### config.mk
export PLATFORM = sky130hd
export DESIGN_NAME = ram256_arbiter
export DESIGN_NICKNAME = d
export VERILOG_FILES = /design/src/rtl/ram256_arbiter.sv
export SDC_FILE = /design/constraint.sdc
export NUM_CORES = 2
export LEC_CHECK = 0
export BUFFER_PORTS_ARGS = -buffer_cell sky130_fd_sc_hd__buf_2
export CAP_MARGIN = 20
export CORE_AREA = 2 2 715 717
export CTS_BUF_LIST = sky130_fd_sc_hd__clkbuf_2
export DETAILED_ROUTE_END_ITERATION = 7
export DIE_AREA = 0 0 717 719
export MAX_ROUTING_LAYER = met4
export SLEW_MARGIN = 25
export SYNTH_ARGS = -nofsm -noshare
export SYNTH_HDL_FRONTEND = slang
export SYNTH_SLANG_ARGS = --single-unit
### constraint.sdc
create_clock -name clock -period 66.6 [get_ports clock]
set_input_delay 3.33 -clock clock [delete_from_list [all_inputs] [get_ports clock]]
set_output_delay 3.33 -clock clock [all_outputs]
set_load 0.005 [all_outputs]
### src/rtl/ram256_arbiter.sv
//==============================================================================
// ram256_arbiter: two-requester valid/ready front end sharing one 256-bit RAM
// port, with a programmable access latency and registered responses. Rev 1.0
//==============================================================================
`default_nettype none

module ram256_arbiter #(
  parameter int LATENCY = 1,
  parameter int ADDR_W  = 64
) (
  input  logic              clock,
  input  logic              reset,
  input  logic              req0_valid,
  output logic              req0_ready,
  input  logic [ADDR_W-1:0] req0_addr,
  input  logic [255:0]      req0_wdata,
  input  logic [31:0]       req0_wmask,
  input  logic              req0_wen,
  input  logic              req1_valid,
  output logic              req1_ready,
  input  logic [ADDR_W-1:0] req1_addr,
  input  logic [255:0]      req1_wdata,
  input  logic [31:0]       req1_wmask,
  input  logic              req1_wen,
  output logic              resp0_valid,
  input  logic              resp0_ready,
  output logic [255:0]      resp0_rdata,
  output logic              resp1_valid,
  input  logic              resp1_ready,
  output logic [255:0]      resp1_rdata,
  output logic              ram_en,
  output logic [ADDR_W-1:0] ram_addr,
  output logic [255:0]      ram_wdata,
  output logic [31:0]       ram_wmask,
  output logic              ram_wen,
  input  logic [255:0]      ram_rdata,
  output logic              busy
);

  typedef enum logic [1:0] {
    S_IDLE   = 2'd0,
    S_ACCESS = 2'd1,
    S_RESP   = 2'd2
  } state_t;

  localparam logic [7:0] C_CNT_LOAD = 8'(LATENCY - 1);

  state_t              r_state;
  logic                r_prio;
  logic                r_owner;
  logic [7:0]          r_cnt;
  logic [ADDR_W-1:0]   r_addr;
  logic [255:0]        r_wdata;
  logic [31:0]         r_wmask;
  logic                r_wen;
  logic                r_resp0_valid;
  logic                r_resp1_valid;
  logic [255:0]        r_rdata0;
  logic [255:0]        r_rdata1;

  logic w_idle;
  logic w_grant0;
  logic w_grant1;
  logic w_fire;
  logic w_ram_en;
  logic w_resp_fire;

  // Grants are gated by reset so every ready reads 0 while reset is held.
  assign w_idle      = (r_state == S_IDLE) && !reset;
  assign w_grant0    = req0_valid && (!req1_valid || !r_prio);
  assign w_grant1    = req1_valid && (!req0_valid ||  r_prio);
  assign req0_ready  = w_idle && w_grant0;
  assign req1_ready  = w_idle && w_grant1;
  assign w_fire      = req0_ready || req1_ready;
  assign w_resp_fire = (r_resp0_valid && resp0_ready) || (r_resp1_valid && resp1_ready);

  assign w_ram_en  = (r_state == S_ACCESS) && (r_cnt == 8'd0);
  assign ram_en    = w_ram_en;
  assign ram_addr  = w_ram_en ? r_addr  : '0;
  assign ram_wdata = w_ram_en ? r_wdata : '0;
  assign ram_wmask = w_ram_en ? r_wmask : '0;
  assign ram_wen   = w_ram_en && r_wen;

  assign resp0_valid = r_resp0_valid;
  assign resp1_valid = r_resp1_valid;
  assign resp0_rdata = r_rdata0;
  assign resp1_rdata = r_rdata1;
  assign busy        = (r_state != S_IDLE);

  always_ff @(posedge clock or posedge reset) begin
    if (reset) begin
      r_state       <= S_IDLE;
      r_prio        <= 1'b0;
      r_owner       <= 1'b0;
      r_cnt         <= 8'd0;
      r_addr        <= '0;
      r_wdata       <= '0;
      r_wmask       <= '0;
      r_wen         <= 1'b0;
      r_resp0_valid <= 1'b0;
      r_resp1_valid <= 1'b0;
      r_rdata0      <= '0;
      r_rdata1      <= '0;
    end else begin
      case (r_state)
        S_IDLE: begin
          if (w_fire) begin
            r_owner  <= req1_ready;
            r_addr   <= req1_ready ? req1_addr  : req0_addr;
            r_wdata  <= req1_ready ? req1_wdata : req0_wdata;
            r_wmask  <= req1_ready ? req1_wmask : req0_wmask;
            r_wen    <= req1_ready ? req1_wen   : req0_wen;
            r_cnt    <= C_CNT_LOAD;
            r_rdata0 <= '0;
            r_rdata1 <= '0;
            r_state  <= S_ACCESS;
          end
        end
        S_ACCESS: begin
          if (r_cnt != 8'd0) begin
            r_cnt <= r_cnt - 8'd1;
          end else begin
            // Only the owner's response register ever carries data.
            r_resp0_valid <= !r_owner;
            r_resp1_valid <=  r_owner;
            r_rdata0      <= (!r_owner && !r_wen) ? ram_rdata : '0;
            r_rdata1      <= ( r_owner && !r_wen) ? ram_rdata : '0;
            r_state       <= S_RESP;
          end
        end
        S_RESP: begin
          if (w_resp_fire) begin
            r_prio        <= ~r_owner;
            r_resp0_valid <= 1'b0;
            r_resp1_valid <= 1'b0;
            r_state       <= S_IDLE;
          end
        end
        default: r_state <= S_IDLE;
      endcase
    end
  end

endmodule

`default_nettype wire
; ---- Word-level counts from Yosys, hierarchy flattened
; Index checks and enable logic that the tools add are counted.
[word_totals]
register_bits = 879
inputBits = 968
output_inout_bits = 871
wordCells = 79
[classes]
n_addsub = 1
n_eq_ne = 6
n_mux = 26
bitwise = 1
reduce_logical = 33
[op_table]
columns = cell, count
row1 = $mux 256, 7
row2 = $pmux 256 s2, 2
row3 = $mux 64, 2
row4 = $mux 32, 2
row5 = $mux 8, 2
row6 = $pmux 8 s2, 1
row7 = $reduce_and 3->1, 4
row8 = $logic_and 1x1->1, 11
row9 = $logic_not 8->1, 1
row10 = $reduce_bool 8->1, 1
row11 = $sub 8x1->8 const B, 1
row12 = $logic_not 1->1, 6
row13 = $mux 2, 3
row14 = $ne 2x2->1 const B, 3
row15 = $pmux 2 s3, 1
row16 = $reduce_bool 2->1, 3
row17 = $logic_or 1x1->1, 4
row18 = $mux 1, 4
row19 = $pmux 1 s2, 2
row20 = $reduce_and 2->1, 2
row21 = $eq 2x1->1 const B, 1
row22 = $eq 2x2->1 const B, 1
row23 = $logic_not 2->1, 1
row24 = $ne 2x1->1 const B, 1
row25 = $not 1->1, 1

; ---- Logic depth before layout (Yosys ltp)
[logic_depth]
word_depth = 7
ltp_mapped = 8
depth_no_buf = 5

; ---- Worst setup path before layout
; OpenSTA, ideal clock, no wires.
[synth_timing]
kind = input-to-output
startpoint = input port reset
endpoint = output port req0_ready
t_arrival_ps = 4447
setup_slack_ps = 58823
cell_stages = 5
path_cell_list = nor3_1 > clkbuf_1 > clkbuf_1 > nand2_1 > a21oi_1
[synth_via]
elab_chain_cells = 3
[synth_lines]
columns = element, line
row1 = start: declaration, 12  ; input logic reset,
row2 = $logic_not 1->1 (no source line), -
row3 = $logic_and 1x1->1, 69  ; assign w_idle = (r_state == S_IDLE) && !reset;
row4 = $logic_and 1x1->1, 72  ; assign req0_ready = w_idle && w_grant0;
row5 = end: declaration, 14  ; output logic req0_ready,
; No other way between the ends.

; ---- Worst setup path in the final report
[layout_timing]
startpoint = register r_cnt[0]
endpoint = output port ram_wdata[48]
[layout_via]
elab_chain_cells = 3
[layout_lines]
columns = element, line
row1 = start: declaration, 51  ; logic [7:0] r_cnt;
row2 = start signal: assignment, 121  ; r_cnt <= r_cnt - 8'd1;
row3 = $logic_not 8->1, 77  ; assign w_ram_en = (r_state == S_ACCESS) && (r_cnt == 8'd0);
row4 = $logic_and 1x1->1, 77
row5 = $mux 256, 80  ; assign ram_wdata = w_ram_en ? r_wdata : '0;
row6 = end: declaration, 33  ; output logic [255:0] ram_wdata,
; No other way between the ends.

==> impl_metrics.py <==
metrics = {
    "synth": {
        "postSynthCellCount": 3703,
        "synth-seq-area-share": 0.554,
        "yosysTopAreaCellShare": 0.554,
        "yosys_warn_count": 0,
        "synthDominantAreaCellType": "sky130_fd_sc_hd__dfrtp_1",
        "synth_enable_flop_cells": 0,
        "synth.top_cells.by_area": "sky130_fd_sc_hd__dfrtp_1 (55%), sky130_fd_sc_hd__a22o_1 (11%), sky130_fd_sc_hd__o211ai_1 (6.7%)",
        "ys_ff_latch": 879,
        "async_reset_ff_frac": 1.00,
        "post_synth_instance_area_um2": 39700,
        "synth.lib_cells_used.distinct": 46,
        "mappedNetlistNets": 4673,
        "synth_top_flop_cell": "sky130_fd_sc_hd__dfrtp_1",
        "syn_avg_cell_area_um2": 10.7,
    },
    "critical_path": {
        "worst_reg_to_reg_setup_slack_ns": 61.49,
        "critical_path.reg2reg.endpoint": "r_wdata[2]",
        "worst_ep_required_time_ns": 63.27,
        "timing.critical_path.from_type": "register",
        "critical_path.endpoint_type": "primary output",
        "rr_worst_depth": 8,
        "endpoint_arrival_time_on_the_critical_path_ns": 6.06,
        "regToRegStartpoint": "r_prio",
        "criticalPathCategory": "reg2out",
        "crit_fanout": 86,
    },
    "placed_design": {
        "global_placement_routability_congestion": 0.994,
        "place.detailed.hpwl_mm": 334,
        "placed_cells": 11900,
        "place.port_buffers": 1838,
    },
    "timing": {
        "grt_setup_unrepaired": "false",
        "timing.final.crit_share": 0.141,
        "finalCriticalPeriod_ns": 9.39,
        "max_freq_mhz": 107,
        "slew_violations": 0,
        "worst_slew_pin_slew_ns": 1.15,
        "fin_skew_ns": 0.222,
        "final.setup.tns_ns": 0,
        "total_count_of_hold_check_failures_in_the_final_report": 0,
        "setup_violations": 0,
        "timing.max_slew.rel_slack": 0.231,
    },
    "grt": {
        "globalRoute.totalOverflow": 0,
        "number_of_antenna_violations_at_the_first_check_in_global_routing": 400,
        "grt_start_max_net_pins": 143,
        "groute.usage.overall": 0.155,
        "first_global_vias": 42100,
        "global_route_wire_length_before_repair_mm": 503,
    },
    "min_path": {
        "min-delay-path-class": "reg2reg",
        "min-delay-start": "resp1_rdata[100]",
        "holdPathStages": 1,
        "whs_endpoint": "resp1_rdata[100]",
    },
    "route": {
        "antenna_left": 0,
        "drt_iter0_drc": 4614,
        "post_drt_wl_per_cell_um": 32.5,
        "num_vias": 45000,
        "post_drt_via_cell_ratio": 3.58,
        "drc_markers": 0,
        "dr.pass1.iters": 6,
        "totalWireLength_mm": 409,
    },
    "clock_network": {
        "clkSinkCount": 879,
        "cts_tree": "built",
        "postCtsHoldBufs": 0,
        "clkLatencyLatePin_ns": 1.77,
        "cts-root-to-sink-buffers": 4,
        "h_tree_level_count": 5,
        "cts-root-buf": "sky130_fd_sc_hd__clkbuf_2",
        "cts.reportedPaths.clkPinSlew_ns": 0.09,
        "post_cts_resized": 0,
        "postCtsSetupRepairBufs": 0,
        "numCtsBuffers": 274,
    },
    "final_layout": {
        "layout.cells.most_common": "sky130_fd_sc_hd__buf_2",
        "finish.net_count": 6399,
        "final_cell_mix": "sky130_fd_sc_hd__buf_2 (1837), sky130_fd_sc_hd__dfrtp_1 (878), sky130_fd_sc_hd__a22o_1 (512)",
        "drive_above_1_share": 0.421,
        "final_cells": 12600,
        "syn_to_final_growth_pct": 48.8,
    },
    "floorplanning": {
        "start_util": 0.0782,
        "die_height_um": 719,
        "die_w_um": 717,
        "full_die_area_um2": 516000,
        "i_o_pins": 1839,
        "placementRows": 262,
        "core_um2": 508000,
    },
    "run": {
        "max-cap-violations": 0,
    },
    "power": {
        "power.density_cell_area_nw_per_um2": 35.2,
        "power.leakage_nw": 26.8,
        "vdd.ir_drop.worst_mv": 0.0183,
    },
    "status": {
        "status": "complete, no violations",
    },
}
[through the flow]
stage	setup WS, ns	utilization	cell area [um2]	power, mW	hold WS, ns
3_5_place_dp	58.01	0.110	56000	1.62	0.485
4_1_cts	56.68	0.115	58400	2.11	0.508
3_3_place_gp	57.98	0.110	56000	1.61	0.482
2_1_floorplan	38.56	-	39700	1.13	0.498
5_1_grt	56.61	0.116	58900	2.20	0.519
6_report	57.21	0.116	59100	2.08	0.503
[flip-flops by register name, indices dropped and copies added, names as in the netlist]
register,cells
r_wen,1
r_cnt,8
r_state,2
resp0_rdata,256
r_addr,64
r_prio,1
r_owner,1
resp1_rdata,256
resp1_valid,1
r_wmask,32
resp0_valid,1
r_wdata,256
[metal layers]
metal	vias up	track usage	part of all wire
li1	18000	-	-
met1	22800	0.172	0.38
met2	3293	0.243	0.46
met3	980	0.0616	0.11
met4	0	0.0725	0.052
met5	-	-	0
[worst max-delay path by stage]
stage	from	slack (ns)	end	cells after the start
after floorplan	reset	38.56	r_addr[0]	1
after global placement	reset	57.98	req0_ready	6
after detailed placement	reset	58.01	req0_ready	6
after CTS	r_cnt[2]	56.68	ram_wdata[48]	7
after global routing	r_cnt[2]	56.61	ram_wdata[48]	7
final	r_cnt[0]	57.21	ram_wdata[48]	9
[cell families (layout without fill, tap and decap cells)]
| logic type | after synthesis | in the layout | synth area share |
|---|---|---|---|
| multiplexers | 3 | 3 | 0.000757 |
| other | 0 | 225 | 0 |
| adder cells (fa/ha/maj) | 2 | 2 | 0.000630 |
| AO/OA/AOI/OAI | 1955 | 1955 | 0.329 |
| buffers and inverters | 478 | 2394 | 0.0532 |
| AND/OR/NAND/NOR | 386 | 386 | 0.0619 |
| flip-flops | 879 | 879 | 0.554 |
[critical path, stage by stage (launching register included)]
cell                      delay (ns)
sky130_fd_sc_hd__dfrtp_1        0.39
sky130_fd_sc_hd__inv_1          0.12
sky130_fd_sc_hd__ha_1           0.17
sky130_fd_sc_hd__or3b_2         0.52
sky130_fd_sc_hd__nor3_4         0.78
sky130_fd_sc_hd__buf_12         0.50
sky130_fd_sc_hd__buf_4          0.59
sky130_fd_sc_hd__buf_4          0.68
sky130_fd_sc_hd__and2_1         0.24
sky130_fd_sc_hd__buf_2          0.17
[power breakdown]
part | internal, mW | switching, mW | total [mW]
logic | 0.256 | 0.443 | 0.698
clock network | 0.170 | 0.304 | 0.474
registers | 0.724 | 0.181 | 0.905
total | 1.15 | 0.928 | 2.08
[synth_stat cells, types with 5 or more instances]
cell                       instances
sky130_fd_sc_hd__a22o_1          512
sky130_fd_sc_hd__buf_1            27
sky130_fd_sc_hd__buf_6            22
sky130_fd_sc_hd__and2_1          353
sky130_fd_sc_hd__a31oi_1         353
sky130_fd_sc_hd__inv_1             6
sky130_fd_sc_hd__buf_4             5
sky130_fd_sc_hd__dfrtp_1         879
sky130_fd_sc_hd__o211ai_1        354
sky130_fd_sc_hd__o21ai_0         364
sky130_fd_sc_hd__clkbuf_1        312
sky130_fd_sc_hd__nor2_1            5
sky130_fd_sc_hd__buf_2            74
sky130_fd_sc_hd__a21oi_1         359
sky130_fd_sc_hd__clkbuf_2         32
[final cells by class]
class | instances | area, um2
fillers | 58800 | 449000
flip-flops and latches | 879 | 22000
multi-input cells | 2346 | 15600
repair buffers | 1922 | 9960
well taps | 6732 | 8420
clock buffers | 383 | 1920
diodes | 225 | 563
clock inverters | 83 | 505
inverters | 6 | 45.0
Note: power is estimated with default switching activity, not from simulation.
